File: config.mk
export PLATFORM = sky130hd
export DESIGN_NAME = mpsoc_wb_uart_host
export DESIGN_NICKNAME = d
export VERILOG_FILES = /design/src/rtl/mpsoc_wb_uart_host.sv
export SDC_FILE = /design/constraint.sdc
export NUM_CORES = 1
export LEC_CHECK = 0
export ABC_AREA = 1
export CORE_ASPECT_RATIO = 0.9
export CORE_MARGIN = 2
export CORE_UTILIZATION = 35
export CTS_CLUSTER_DIAMETER = 120
export CTS_CLUSTER_SIZE = 30
export DETAILED_ROUTE_END_ITERATION = 7
export GPL_ROUTABILITY_DRIVEN = 1
export PLACE_DENSITY_LB_ADDON = 0.12
export REMOVE_ABC_BUFFERS = 1
export SLEW_MARGIN = 40
export SYNTH_ARGS = -nofsm -noshare
export SYNTH_HDL_FRONTEND = slang
export SYNTH_SLANG_ARGS = --single-unit
File: constraint.sdc
create_clock -name wb_clk_i -period 1.3 [get_ports wb_clk_i]
set_input_delay 0.325 -clock wb_clk_i [delete_from_list [all_inputs] [get_ports wb_clk_i]]
set_output_delay 0.325 -clock wb_clk_i [all_outputs]
set_load 0.05 [all_outputs]
File: src/rtl/mpsoc_wb_uart_host.sv
// mpsoc_wb_uart_host: Wishbone master that programs a 16550-style UART,
// then bridges valid/ready TX/RX byte streams onto THR writes / RBR reads.
// Ports:
//   wb_clk_i, wb_rst_ni          clock, async active-low reset
//   wbm_*                        8-bit Wishbone master to the UART slave
//   tx_data_i/valid_i/ready_o    transmit byte stream (sink)
//   rx_data_o/valid_o/ready_i    receive byte stream (source)
//   init_done_o                  init writes have completed
//   rx_err_o                     sticky OE/PE/FE/BI seen in LSR
module mpsoc_wb_uart_host #(
   parameter logic [15:0] DIVISOR  = 16'h0036,
   parameter logic [7:0]  LCR_VAL  = 8'h03,
   parameter logic [7:0]  FCR_VAL  = 8'h06,
   parameter int unsigned TX_BURST = 16
) (
   input  logic       wb_clk_i,
   input  logic       wb_rst_ni,
   output logic [2:0] wbm_adr_o,
   output logic [7:0] wbm_dat_o,
   input  logic [7:0] wbm_dat_i,
   output logic       wbm_we_o,
   output logic       wbm_stb_o,
   output logic       wbm_cyc_o,
   output logic [3:0] wbm_sel_o,
   input  logic       wbm_ack_i,
   input  logic [7:0] tx_data_i,
   input  logic       tx_valid_i,
   output logic       tx_ready_o,
   output logic [7:0] rx_data_o,
   output logic       rx_valid_o,
   input  logic       rx_ready_i,
   output logic       init_done_o,
   output logic       rx_err_o
);

   localparam logic [4:0] BURST = 5'(TX_BURST);

   typedef enum logic [2:0] {
      S_INIT, S_IDLE, S_POLL, S_TXW, S_RXR
   } state_t;

   state_t     r_state, w_state_n;
   logic       r_stb, w_stb_n;
   logic [2:0] r_adr, w_adr_n;
   logic [7:0] r_dat, w_dat_n;
   logic       r_we, w_we_n;
   logic [2:0] r_step, w_step_n;
   logic       r_done, w_done_n;

   logic       r_tx_full;
   logic [7:0] r_tx_data;
   logic [4:0] r_credit;
   logic       r_last_tx;
   logic       r_rx_pend;
   logic [7:0] r_rx_data;
   logic       r_rx_valid;
   logic       r_rx_err;

   logic       w_ack;
   logic       w_tx_go;
   logic       w_rx_go;
   logic       w_tx_hs;
   logic [2:0] w_init_adr;
   logic [7:0] w_init_dat;

   assign w_ack   = r_stb & wbm_ack_i;
   assign w_rx_go = r_rx_pend & ~r_rx_valid;
   // TX yields to RX only when it was the last serviced op
   assign w_tx_go = r_tx_full & (r_credit != 5'd0)
                  & (~r_last_tx | ~w_rx_go);
   assign w_tx_hs = tx_valid_i & tx_ready_o;

   always_comb begin
      w_init_adr = 3'd1;
      w_init_dat = 8'h00;
      unique case (r_step)
         3'd0: begin w_init_adr = 3'd3; w_init_dat = 8'h80 | LCR_VAL; end
         3'd1: begin w_init_adr = 3'd0; w_init_dat = DIVISOR[7:0];    end
         3'd2: begin w_init_adr = 3'd1; w_init_dat = DIVISOR[15:8];   end
         3'd3: begin w_init_adr = 3'd3; w_init_dat = LCR_VAL & 8'h7F; end
         3'd4: begin w_init_adr = 3'd2; w_init_dat = FCR_VAL;         end
         default: ;
      endcase
   end

   always_comb begin
      w_state_n = r_state;
      w_stb_n   = r_stb;
      w_adr_n   = r_adr;
      w_dat_n   = r_dat;
      w_we_n    = r_we;
      w_step_n  = r_step;
      w_done_n  = r_done;
      unique case (r_state)
         S_INIT: begin
            if (w_ack) begin
               w_stb_n  = 1'b0;
               w_step_n = r_step + 3'd1;
               if (r_step == 3'd5) begin
                  w_state_n = S_IDLE;
                  w_done_n  = 1'b1;
               end
            end else if (!r_stb) begin
               w_stb_n = 1'b1;
               w_we_n  = 1'b1;
               w_adr_n = w_init_adr;
               w_dat_n = w_init_dat;
            end
         end
         // IDLE is the mandatory gap cycle between transactions
         S_IDLE: begin
            w_stb_n = 1'b1;
            w_dat_n = 8'h00;
            w_we_n  = 1'b0;
            w_adr_n = 3'd0;
            if (w_tx_go) begin
               w_state_n = S_TXW;
               w_dat_n   = r_tx_data;
               w_we_n    = 1'b1;
            end else if (w_rx_go) begin
               w_state_n = S_RXR;
            end else begin
               w_state_n = S_POLL;
               w_adr_n   = 3'd5;
            end
         end
         default: begin
            if (w_ack) begin
               w_stb_n   = 1'b0;
               w_state_n = S_IDLE;
            end
         end
      endcase
   end

   always_ff @(posedge wb_clk_i or negedge wb_rst_ni) begin
      if (!wb_rst_ni) begin
         r_state <= S_INIT;
         r_stb   <= 1'b0;
         r_adr   <= 3'd0;
         r_dat   <= 8'h00;
         r_we    <= 1'b0;
         r_step  <= 3'd0;
         r_done  <= 1'b0;
      end else begin
         r_state <= w_state_n;
         r_stb   <= w_stb_n;
         r_adr   <= w_adr_n;
         r_dat   <= w_dat_n;
         r_we    <= w_we_n;
         r_step  <= w_step_n;
         r_done  <= w_done_n;
      end
   end

   always_ff @(posedge wb_clk_i or negedge wb_rst_ni) begin
      if (!wb_rst_ni) begin
         r_tx_full  <= 1'b0;
         r_tx_data  <= 8'h00;
         r_credit   <= 5'd0;
         r_last_tx  <= 1'b0;
         r_rx_pend  <= 1'b0;
         r_rx_data  <= 8'h00;
         r_rx_valid <= 1'b0;
         r_rx_err   <= 1'b0;
      end else begin
         if (w_tx_hs) begin
            r_tx_full <= 1'b1;
            r_tx_data <= tx_data_i;
         end
         if (r_rx_valid && rx_ready_i)
            r_rx_valid <= 1'b0;
         if (w_ack) begin
            case (r_state)
               S_TXW: begin
                  r_tx_full <= 1'b0;
                  r_last_tx <= 1'b1;
                  if (r_credit != 5'd0)
                     r_credit <= r_credit - 5'd1;
               end
               S_RXR: begin
                  r_rx_data  <= wbm_dat_i;
                  r_rx_valid <= 1'b1;
                  r_rx_pend  <= 1'b0;
                  r_last_tx  <= 1'b0;
               end
               S_POLL: begin
                  r_rx_pend <= wbm_dat_i[0];
                  r_rx_err  <= r_rx_err | (|wbm_dat_i[4:1]);
                  // credit is only refilled once fully spent
                  if (wbm_dat_i[5] && r_credit == 5'd0)
                     r_credit <= BURST;
               end
               default: ;
            endcase
         end
      end
   end

   assign wbm_adr_o   = r_adr;
   assign wbm_dat_o   = r_dat;
   assign wbm_we_o    = r_we;
   assign wbm_stb_o   = r_stb;
   assign wbm_cyc_o   = r_stb;
   assign wbm_sel_o   = 4'b1111;
   assign tx_ready_o  = r_done & ~r_tx_full;
   assign rx_data_o   = r_rx_data;
   assign rx_valid_o  = r_rx_valid;
   assign init_done_o = r_done;
   assign rx_err_o    = r_rx_err;

endmodule

==> results by group, run 1 <==
Outcome
  – Outcome: finished, violations left
  – Failing checks: negative setup slack

Setup path
  – Setup CP Type: flop to primary output
  – Worst path required time: slightly below 1 ns
  – Reg2Reg Depth: 5
  – R2R Setup Slk: -0.01 ns
  – CP cell instances: nor2_4, buf_12
  – Worst path slowest cell: dfrtp_1
  – Worst Path Arrival: ~1 ns
  – Critical Path End Type: primary output
  – Worst setup SP type: flop
  – Cell family with most CP delay: flip-flops
  – Worst path bufs/invs: 1
  – RR Startpoint: r_state[2]
  – Critical path fanouts, max: 2
  – Reg2reg end: wbm_dat_o[0]
  – Crit path largest cell delay: 0.42 ns

Synthesis
  – Post-Synthesis Cells: approximately 230
  – Post-Synth Simple-Gate Area: 22.0%
  – Avg Cell Area, Syn: around 10 sq um
  – Ys Warns: 0
  – Library cells used by synthesis: 36
  – Post-Syn Area: ~2300 sq um
  – Seq cells post-synth: 46
  – Mux share of post-synthesis cell area: under 10%
  – Synth Area in XOR/XNOR: 1.13%
  – Synth Area in Compound Gates: a little over an eighth
  – Synth Area in Adders: 2.69%
  – Sequential area share after synthesis: about half
  – Main combinational cell family by area after synthesis: simple AND/OR/NAND/NOR gates

Die
  – Die Ht: between 80 and 90 um
  – Die area: approximately 7300 sq um
  – Die Width: around 90 um
  – FP Rows: 28
  – Core Region: approximately 6500 sq um
  – Initial Util: 35.7%
  – Ports: a little over 50

STA
  – Fin Clk Skew: 0.00862 ns
  – RSZ-0062 raised after global routing: true
  – Setup violators final: 6
  – Post-route worst setup slack: -0.0522 ns
  – Max Clock Freq: approximately 740 MHz
  – Total negative slack: -0.0836 ns
  – Slew Limit Fails: 0
  – Worst hold slack: about 0.43 ns
  – Post-layout min period: 1.35 ns
  – Final Hold Viols: 0
  – Fin crit share: 104%

Layout
  – Share of layout cells above drive strength 1: roughly half
  – Multi-input logic area: between 1000 and 1500 sq um
  – Nets: ~350
  – Commonest non-fill, non-tap cell in the layout: dfrtp_1
  – Area Overhead vs Synth: 65.4%
  – Antenna Cells: 0
  – Most frequent cells in the layout: dfrtp_1, buf_12, nand2_1
  – FF/Latch Area: around 1200 sq um
  – Filler cells: 563

Worst hold path
  – Hold Path End: wbm_cyc_o
  – Hold depth: 4
  – Hold_sp: wbm_ack_i
  – Type of the worst min-delay path: input pin to flop

Pwr
  – Power Density: about 2800 nW/um^2
  – VDD IR max: about 1600 uV
  – Pleak: 0.00177 uW
  – Design Power: ~11000 uW

Clocking
  – Worst-path clk slew: ~0.09 ns
  – # H-tree levels: 2
  – Clk root buf: clkbuf_8
  – Clk sinks: 46
  – TritonCTS clock tree: built
  – CTS buffer count: 5
  – Max Buffers Root-to-Sink: 2
  – Clk_lat worst skew: 0.31 ns

Route
  – Final ANT Viol Nets: 0
  – Total number of vias: 1855
  – WL/cell: 12.4 um
  – Final WL: 5.18 mm
  – DRC viols: 0
  – 1st-pass router iterations: 4
  – Iter 0 DRT Violations: between 40 and 50
  – Vias per cell: around 4.4

Place
  – GP Congestion: 0.710
  – Post-DP HPWL: ~3.6 mm
  – PortBufs: 46

Global route
  – Grt total ovfl: 0
  – Vias in the first global route: between 1.5k and 2k
  – GRT Overall Usage: 15.1%
  – Pin count of the biggest net entering global routing: 47
  – First-pass GRT wire length: about 8.9 mm
  – Initial antenna violation count: 0

Run
  – Max Cap Viol: 0
-- worst register-to-register path: stages (launching register included) --
cell and delay [ns]:
dfrtp_2 0.46, nor2_4 0.23, buf_4 0.17, nand2_4 0.07
a31oi_2 0.20, a21oi_1 0.09
-- layer usage --
metal	part of all wire (%)	up-vias	global-route usage (%)
met4	1.4	0	5.08
li1	-	934	-
met1	50	882	21.0
met2	45	33	23.9
met5	0	-	0
met3	3.4	6	3.25
-- worst max path at each step --
stage / end / slack, ns / cells after the start / start
global placement: r_state[0] / -0.24 / 8 / wbm_ack_i
finish: tx_ready_o / -0.05 / 2 / r_tx_full
global route: wbm_dat_o[7] / -0.09 / 6 / r_state[2]
CTS: tx_ready_o / -0.05 / 3 / init_done_o
detailed placement: r_state[0] / -0.27 / 8 / wbm_ack_i
floorplan: r_tx_data[0] / -0.87 / 4 / init_done_o
-- stage by stage --
step | setup slack (ns) | utilization (%) | cell area, sq um | cells
detailed placement | -0.268 | 51.8 | 3380 | 394
CTS | -0.0524 | 55.5 | 3620 | 409
global route | -0.0920 | 59.1 | 3850 | 417
global placement | -0.238 | 51.8 | 3380 | 394
floorplan | -0.868 | - | 2270 | 229
finish | -0.0522 | 59.1 | 3850 | 417
-- area by class of cell --
type	count	area share, %
tap	90	2.92
clock inverter	3	0.617
clock buffer	5	1.79
sequential	46	30.0
multi-input combinational	156	31.5
timing repair buffer	89	29.9
inverter	28	3.38
-- cell families (layout without fill, tap and decap cells) --
logic type | Yosys count | in the layout
AO/OA/AOI/OAI | 44 | 44
XOR/XNOR | 3 | 3
adder cells (fa/ha/maj) | 5 | 5
buffers and inverters | 36 | 125
flip-flops | 46 | 46
multiplexers | 7 | 7
other | 1 | 4
AND/OR/NAND/NOR | 92 | 93
-- synth_stat cells --
| cell | number | area (sq um) |
|---|---|---|
| o21ai_4 | 1 | 16.3 |
| nand2_4 | 6 | 67.6 |
| nand3_1 | 13 | 65.1 |
| nor2_1 | 16 | 60.1 |
| nand2_2 | 5 | 31.3 |
| nor4_1 | 1 | 6.26 |
| nor3_1 | 3 | 15.0 |
| mux2_2 | 7 | 78.8 |
| nand3_4 | 1 | 17.5 |
| nand4_4 | 1 | 21.3 |
| o21ai_1 | 5 | 25.0 |
| buf_4 | 5 | 37.5 |
| o31ai_1 | 2 | 15.0 |
| inv_6 | 1 | 8.76 |
| a21oi_1 | 14 | 70.1 |
| o21ai_2 | 9 | 78.8 |
| o21bai_1 | 1 | 7.51 |
| a21oi_4 | 1 | 16.3 |
| nor2_2 | 1 | 6.26 |
| xnor2_1 | 2 | 17.5 |
| nor2_8 | 1 | 20.0 |
| ha_1 | 5 | 62.6 |
| nand2_1 | 39 | 146 |
| nor2_4 | 5 | 56.3 |
| o22ai_1 | 1 | 6.26 |
| dfrtp_1 | 46 | 1150 |
| a31oi_4 | 1 | 21.3 |
| a31oi_1 | 1 | 6.26 |
| buf_6 | 3 | 33.8 |
| conb_1 | 1 | 3.75 |
| inv_2 | 4 | 15.0 |
| o21ai_0 | 7 | 35.0 |
| clkinv_4 | 1 | 8.76 |
| xor2_1 | 1 | 8.76 |
| inv_1 | 22 | 82.6 |
| a22o_1 | 1 | 8.76 |
-- registers in the layout (all words and copies together), names as in the netlist, 3 cells and up --
register   count
r_tx_data      8
rx_data_o      8
wbm_dat_o      8
r_credit       5
r_state        3
r_step         3
wbm_adr_o      3
-- power by group --
part / internal, uW / switching, uW / total [uW]
clock network: 385 / 530 / 916
logic: 3420 / 3750 / 7160
registers: 2060 / 600 / 2660
-- what timing repair did --
item / CTS / global route
gates cloned: 0 / 1
buffers inserted: 8 / 7
endpoints found under the setup margin: 13 / 34
gates resized for setup: 23 / 43
pin swaps: 12 / 16
hold endpoints to repair: 1 / 0
hold buffers: 1 / 0
No activity file was read; power rests on OpenSTA's default activity.
==> inputs of run 2 (changes only) <==
Settings changed: ABC_AREA 1 to 0, SKIP_CTS_REPAIR_TIMING set to 1.
==> run 2 against run 1 <==
- register-to-register slack lost 0.29 ns
- hold slack got worse by 0.45 ns
- synthesized cell count fell by 16%
- highest routed layer unchanged
- core utilization grew 2.7 points
- the flow finishes with violations (negative hold slack, negative setup slack)
- largest cell class is now non-clock buffers
- via count up 2.4%
==> results by group, run 2 <==
Synthesis
  – Ys Warns: 0 (unchanged)
  – Post-Synthesis Cells: 196 (-16%)
  – Post-Syn Area: 2270 sq um (-2.6%)
  – Largest cells by area after synthesis: dfrtp_1, mux2_2, ha_1
  – Post-synthesis async set-or-reset flop share: 100% (unchanged)
  – Seq cells post-synth: 46 (unchanged)
  – Most common cell in the netlist: dfrtp_1
  – EDFF count, synth: 0 (unchanged)
  – Avg Cell Area, Syn: 11.6 sq um (+16%)
  – Top cell type's share of synthesized area: 50.8% (+1.3 points)
  – Post-synth top cells: dfrtp_1, mux2_2, o21ai_0, nand2_1, inv_1
  – Sequential area share after synthesis: 50.8% (+1.3 points)
  – Synth area leader: dfrtp_1
  – Post-synth top flop: dfrtp_1
  – Library cells used by synthesis: 52 (+44%)

Global route
  – GRT Overall Usage: 17.4% (+2.3 points)
  – Grt total ovfl: 0 (unchanged)
  – Pin count of the biggest net entering global routing: 47 (unchanged)
  – First-pass GRT wire length: 9.51 mm (+7.4%)
  – Vias in the first global route: 1923 (+3.1%)
  – Initial antenna violation count: 0 (unchanged)

Setup path
  – Worst path slowest cell: dfrtp_1
  – Critical Path End Type: flop
  – Cell family with most CP delay: simple AND/OR/NAND/NOR gates
  – Crit path largest cell delay: 0.45 ns (+0.03 ns)
  – Worst Path Arrival: 1.83 ns (+0.80 ns)
  – CP cell instances: or3b_4, buf_6, nor4_4, buf_6, o2bb2ai_1
  – Critical path depth: 5 (+3)
  – Worst setup SP type: flop
  – Worst path bufs/invs: 2 (+1)
  – Worst path required time: 1.53 ns (+0.55 ns)
  – Critical path fanouts, max: 6 (+4)
  – Most used cell, CP: buf_6
  – Setup CP Type: flop to flop
  – Reg2Reg Depth: 5 (unchanged)

Die
  – FP Rows: 27 (-3.6%)
  – Die area: 7140 sq um (-2.5%)
  – Die Ht: 80.4 um (-1.3%)
  – Ports: 51 (unchanged)
  – Initial Util: 36.7% (+0.94 points)
  – Core Region: 6180 sq um (-5.1%)
  – Die Width: 88.8 um (-1.3%)

Route
  – DRC viols: 0 (unchanged)
  – Vias per cell: 4.99 (+12%)
  – Final WL: 5.89 mm (+14%)
  – Iter 0 DRT Violations: 80 (+63%)
  – WL/cell: 15.5 um (+24%)
  – 1st-pass router iterations: 4 (unchanged)
  – Final ANT Viol Nets: 0 (unchanged)
  – Total number of vias: 1900 (+2.4%)

Pwr
  – Pleak: 0.00174 uW (-1.5%)
  – Design Power: 10600 uW (-1.3%)
  – P_int: 6090 uW (+3.8%)
  – Reg power frac: 25.3% (+0.5 points)
  – Share of total power in the clock network: 8.5% (about the same)
  – Sw frac: 42.6% (-2.8 points)
  – Combinational Power Share: 66.2% (-0.5 points)
  – VDD IR max: 1230 uV (-25%)
  – Power Density: 2770 nW/um^2 (-0.59%)
  – NetSw: 4520 uW (-7.4%)

Clocking
  – TritonCTS clock tree: built
  – Clk_lat worst skew: 0.30 ns (about the same)
  – Worst-path clk slew: 0.10 ns (about the same)
  – Clk sinks: 46 (unchanged)
  – CTS buffer count: 5 (unchanged)
  – # H-tree levels: 2 (unchanged)
  – Clk root buf: clkbuf_8
  – Max Buffers Root-to-Sink: 2 (unchanged)

Layout
  – Multi-input logic area: 1210 sq um (+0.21%)
  – FF/Latch Area: 1150 sq um (-0.11%)
  – Share of layout cells above drive strength 1: 50.3% (+0.49 points)
  – Area Overhead vs Synth: 68.7%
  – Commonest non-fill, non-tap cell in the layout: dfrtp_1
  – Filler cells: 502 (-11%)
  – Post-Route Utilization: 61.8% (+2.7 points)
  – Nets: 319 (-9.4%)
  – Antenna Cells: 0 (unchanged)
  – Most frequent cells in the layout: dfrtp_1, buf_4, buf_12

Place
  – GP Congestion: 0.804 (+13%)
  – Post-DP HPWL: 4.21 mm (+16%)
  – PortBufs: 46 (unchanged)
  – Setup slack after placement: -0.673 ns (-0.405 ns)

Outcome
  – Failing checks: negative hold slack, negative setup slack
  – Outcome: finished, violations left

STA
  – RSZ-0062 raised after global routing: true
  – Worst hold slack: -0.0200 ns (-0.448 ns)
  – Final Hold Viols: 26 (+26)
  – Setup violators final: 36 (+30)
  – Max Clock Freq: 625 MHz (-16%)
  – Post-route worst setup slack: -0.301 ns (-0.249 ns)
  – Fin crit share: 123% (+19 points)
  – Slew Limit Fails: 0 (unchanged)
  – Fin Clk Skew: 0.0118 ns (+0.00317 ns)
  – Post-layout min period: 1.60 ns (+0.249 ns)

Run
  – Max Cap Viol: 0 (unchanged)

Worst hold path
  – Type of the worst min-delay path: input pin to async pin
-- run 2: logic make-up (layout without fill, tap and decap cells) --
logic type,count (synthesis),in the layout,synth area share [%]
and+or+nand+nor,50,50,15.1
AOI/OAI and AO/OA,49,49,15.2
DFF,46,46,50.8
buffers and inverters,23,118,5.24
muxes,21,21,10.4
adders and majority gates,5,5,2.76
other,1,4,0.165
xor gates and xnor gates,1,1,0.386
-- run 2: worst reg2reg max path, cell delays in order, from the launching register on --
cell	delay (ns)
dfrtp_1	0.45
or3b_4	0.42
buf_6	0.14
nor4_4	0.25
buf_6	0.16
o2bb2ai_1	0.11
-- run 2: area by class of cell --
cell class              count  share of cell area [%]
inverters                   9                   0.884
clock inverters             3                   0.556
flip-flops and latches     46                    30.1
well taps                  87                    2.85
multi-input cells         130                    31.8
clock buffers               5                    1.80
repair buffers            101                    32.0
-- run 2: final timing paths --
check                             startpoint           end  slack [ns]
worst max-delay path              r_state[1]  wbm_dat_o[5]       -0.30
worst min-delay path               wb_rst_ni   r_credit[4]       -0.02
worst max register to register    r_state[1]  wbm_dat_o[5]       -0.30
worst min register to register  r_tx_data[5]  wbm_dat_o[5]        0.49
max in group asynchronous          wb_rst_ni  r_tx_data[4]        1.09
min in group wb_clk_i              wbm_ack_i     wbm_cyc_o        0.44
-- run 2: layer usage --
layer  track usage [%]  vias up  wire [um]
met3              3.91        4        247
met5                 0        -          0
li1                  -      907          -
met2              27.0       45       2830
met4              5.00        0         48
met1              24.2      944       2760
-- run 2: power by group through the flow --
stage               Clock (uW)  Combinational [uW]  Sequential, uW
detailed placement           0                6160            2660
global placement             0                6080            2650
global route               987                7430            2780
finish                     905                7020            2680
CTS                        931                6190            2640
floorplan                    0                1770            3720
-- run 2: through the flow --
step / instance area, sq um / instances / TNS, ns
after floorplan: 2190 / 185 / -30.33
after global placement: 3410 / 367 / -16.75
after detailed placement: 3410 / 367 / -16.64
after CTS: 3500 / 375 / -10.42
after global routing: 3820 / 381 / -7.96
final: 3820 / 381 / -6.07
==> inputs of run 3 (changes only) <==
Settings changed: GPL_TIMING_DRIVEN set to 0.
==> run 3 against run 2 <==
- the flow finishes with violations (negative setup slack)
- total power shrank 20%
- routed wire length is 7.4% lower
- flip-flop and latch count did not move
- fmax down 2.9%
- setup slack worse by 0.048 ns
- clock-buffer cell count rose by 2
- cell area decreased by 18%
- critical endpoint is now r_state[1]
==> results by group, run 3 (synthesis results as in run 2) <==
Setup path
  – Crit path largest cell delay: 0.40 ns (-0.05 ns)
  – Cell family with most CP delay: buffers and inverters
  – Critical Path End Type: flop
  – Worst path slowest cell: dfrtp_1
  – RR Startpoint: r_credit[1]
  – R2R Setup Slk: -0.35 ns (-0.05 ns)
  – Worst path required time: 1.49 ns (-0.04 ns)
  – Worst Path Arrival: 1.84 ns (about the same)
  – Reg2reg end: r_state[1]
  – CP cell instances: inv_2, ha_4, nor4b_4, buf_6, nor4_4, buf_4, a221o_1
  – Reg2Reg Depth: 7 (+2)
  – Worst setup SP type: flop
  – Setup CP Type: flop to flop
  – Critical path fanouts, max: 7 (+1)
  – Worst path bufs/invs: 3 (+1)

Global route
  – Grt total ovfl: 0 (unchanged)
  – First-pass GRT wire length: 8.16 mm (-14%)
  – Pin count of the biggest net entering global routing: 29 (-38%)
  – Initial antenna violation count: 0 (unchanged)
  – Vias in the first global route: 1662 (-14%)
  – GRT Overall Usage: 15.0% (-2.4 points)

Place
  – Setup slack after placement: -0.841 ns (-0.168 ns)
  – GP Congestion: 0.761 (-5.3%)
  – PortBufs: 46 (unchanged)
  – Post-DP HPWL: 3.59 mm (-15%)
  – Placed Cells: 319 (-13%)

Die
  – Initial Util: 36.7% (unchanged)
  – Ports: 51 (unchanged)
  – Die area: 7140 sq um (unchanged)
  – Die Ht: 80.4 um (unchanged)
  – FP Rows: 27 (unchanged)
  – Core Region: 6180 sq um (unchanged)
  – Die Width: 88.8 um (unchanged)

Clocking
  – TritonCTS clock tree: built
  – CTS buffer count: 5 (unchanged)
  – Max Buffers Root-to-Sink: 2 (unchanged)
  – Clk sinks: 46 (unchanged)
  – Worst-path clk slew: 0.08 ns (-0.02 ns)
  – # H-tree levels: 2 (unchanged)
  – Clk_lat worst skew: 0.30 ns (about the same)
  – Clk root buf: clkbuf_8

Layout
  – Most frequent cells in the layout: dfrtp_1, buf_4, clkdlybuf4s50_1
  – Commonest non-fill, non-tap cell in the layout: dfrtp_1
  – Area Overhead vs Synth: 39.1%
  – Antenna Cells: 0 (unchanged)
  – Share of layout cells above drive strength 1: 42.3% (-8.0 points)
  – Fin cells: 354 (-7.1%)
  – Nets: 292 (-8.5%)

Pwr
  – P_int: 4500 uW (-26%)
  – Sw frac: 47.0% (+4.4 points)
  – NetSw: 4000 uW (-12%)
  – Power Density: 2690 nW/um^2 (-2.9%)
  – Pleak: 0.00146 uW (-16%)
  – Share of total power in the clock network: 10.7% (+2.2 points)
  – Combinational Power Share: 58.3% (-7.9 points)
  – Reg power frac: 31.0% (+5.7 points)
  – Design Power: 8500 uW (-20%)
  – VDD IR max: 947 uV (-23%)

STA
  – Slew Limit Fails: 0 (unchanged)
  – Max Clock Freq: 606 MHz (-2.9%)
  – Final Hold Viols: 0 (-100%)
  – Fin Clk Skew: 0.00295 ns (-0.00883 ns)
  – Fin crit share: 127% (+3.7 points)
  – RSZ-0062 raised after global routing: true
  – Post-route worst setup slack: -0.349 ns (-0.0481 ns)
  – Post-layout min period: 1.65 ns (+0.0481 ns)
  – Setup violators final: 34 (-5.6%)

Route
  – DRC viols: 0 (unchanged)
  – WL/cell: 15.4 um (-0.38%)
  – Iter 0 DRT Violations: 59 (-26%)
  – 1st-pass router iterations: 4 (unchanged)
  – Final ANT Viol Nets: 0 (unchanged)
  – Vias per cell: 5.05 (+1.2%)
  – Total number of vias: 1786 (-6.0%)
  – Final WL: 5.45 mm (-7.4%)

Outcome
  – Failing checks: negative setup slack
  – Outcome: finished, violations left

Run
  – Max Cap Viol: 0 (unchanged)

Worst hold path
  – Type of the worst min-delay path: input pin to async pin
run 3: changes by cell type in the layout (fill, tap and decap cells not counted), sizes merged:
cell,previous run,this run
and4b,1,2
buf,82,42
clkbuf,5,18
clkinv,2,1
clkinvlp,1,0
dlygate4sd3,0,1
run 3: area by class of cell:
class	instances	area [sq um]
repair buffers	73	599
clock inverters	1	5.00
well taps	87	109
clock buffers	7	86.3
flip-flops and latches	46	1160
multi-input cells	131	1160
inverters	9	33.8
fillers	567	3030
run 3: per-stage QoR:
stage | util [%] | area, sq um | hold slack [ns] | TNS [ns]
floorplan | - | 2190 | 0.0294 | -30.33
finish | 51.0 | 3150 | 0.441 | -7.42
global route | 51.0 | 3150 | 0.466 | -8.98
detailed placement | 45.0 | 2780 | 0.227 | -28.58
CTS | 46.4 | 2870 | -0.0958 | -32.41
global placement | 44.7 | 2760 | 0.467 | -96.69
run 3: worst register-to-register path, delay by kind of cell (launching register included):
family | cells | cell delay (ns)
buffers and inverters | 3 | 0.45
AOI/OAI and AO/OA | 1 | 0.25
and+or+nand+nor | 2 | 0.28
adders and majority gates | 1 | 0.15
DFF | 1 | 0.40
run 3: metal layers:
metal | vias up | part of all wire, % | GRT usage (%)
met5 | - | 0 | 0
met4 | 0 | 0.95 | 4.39
met3 | 7 | 5.3 | 3.70
met2 | 49 | 46 | 21.8
met1 | 877 | 48 | 21.8
li1 | 853 | - | -
run 3: how the worst max path moves through the flow:
stage,start,to,slack [ns],depth (start not counted)
5_1_grt,r_credit[1],r_state[1],-0.42,7
3_5_place_dp,wbm_ack_i,rx_data_o[5],-0.84,4
3_3_place_gp,wb_rst_ni,r_tx_data[4],-1.47,1
4_1_cts,wbm_cyc_o,wbm_stb_o,-0.78,1
2_1_floorplan,init_done_o,r_tx_data[0],-1.0,3
6_report,r_credit[1],r_state[1],-0.35,7
run 3: power by group through the flow:
stage / logic (uW) / clock network, uW / registers, uW
floorplan: 1770 / 0 / 3720
global placement: 4100 / 0 / 2700
detailed placement: 4120 / 0 / 2720
CTS: 4140 / 940 / 2690
global route: 5320 / 1020 / 2740
finish: 4960 / 906 / 2630
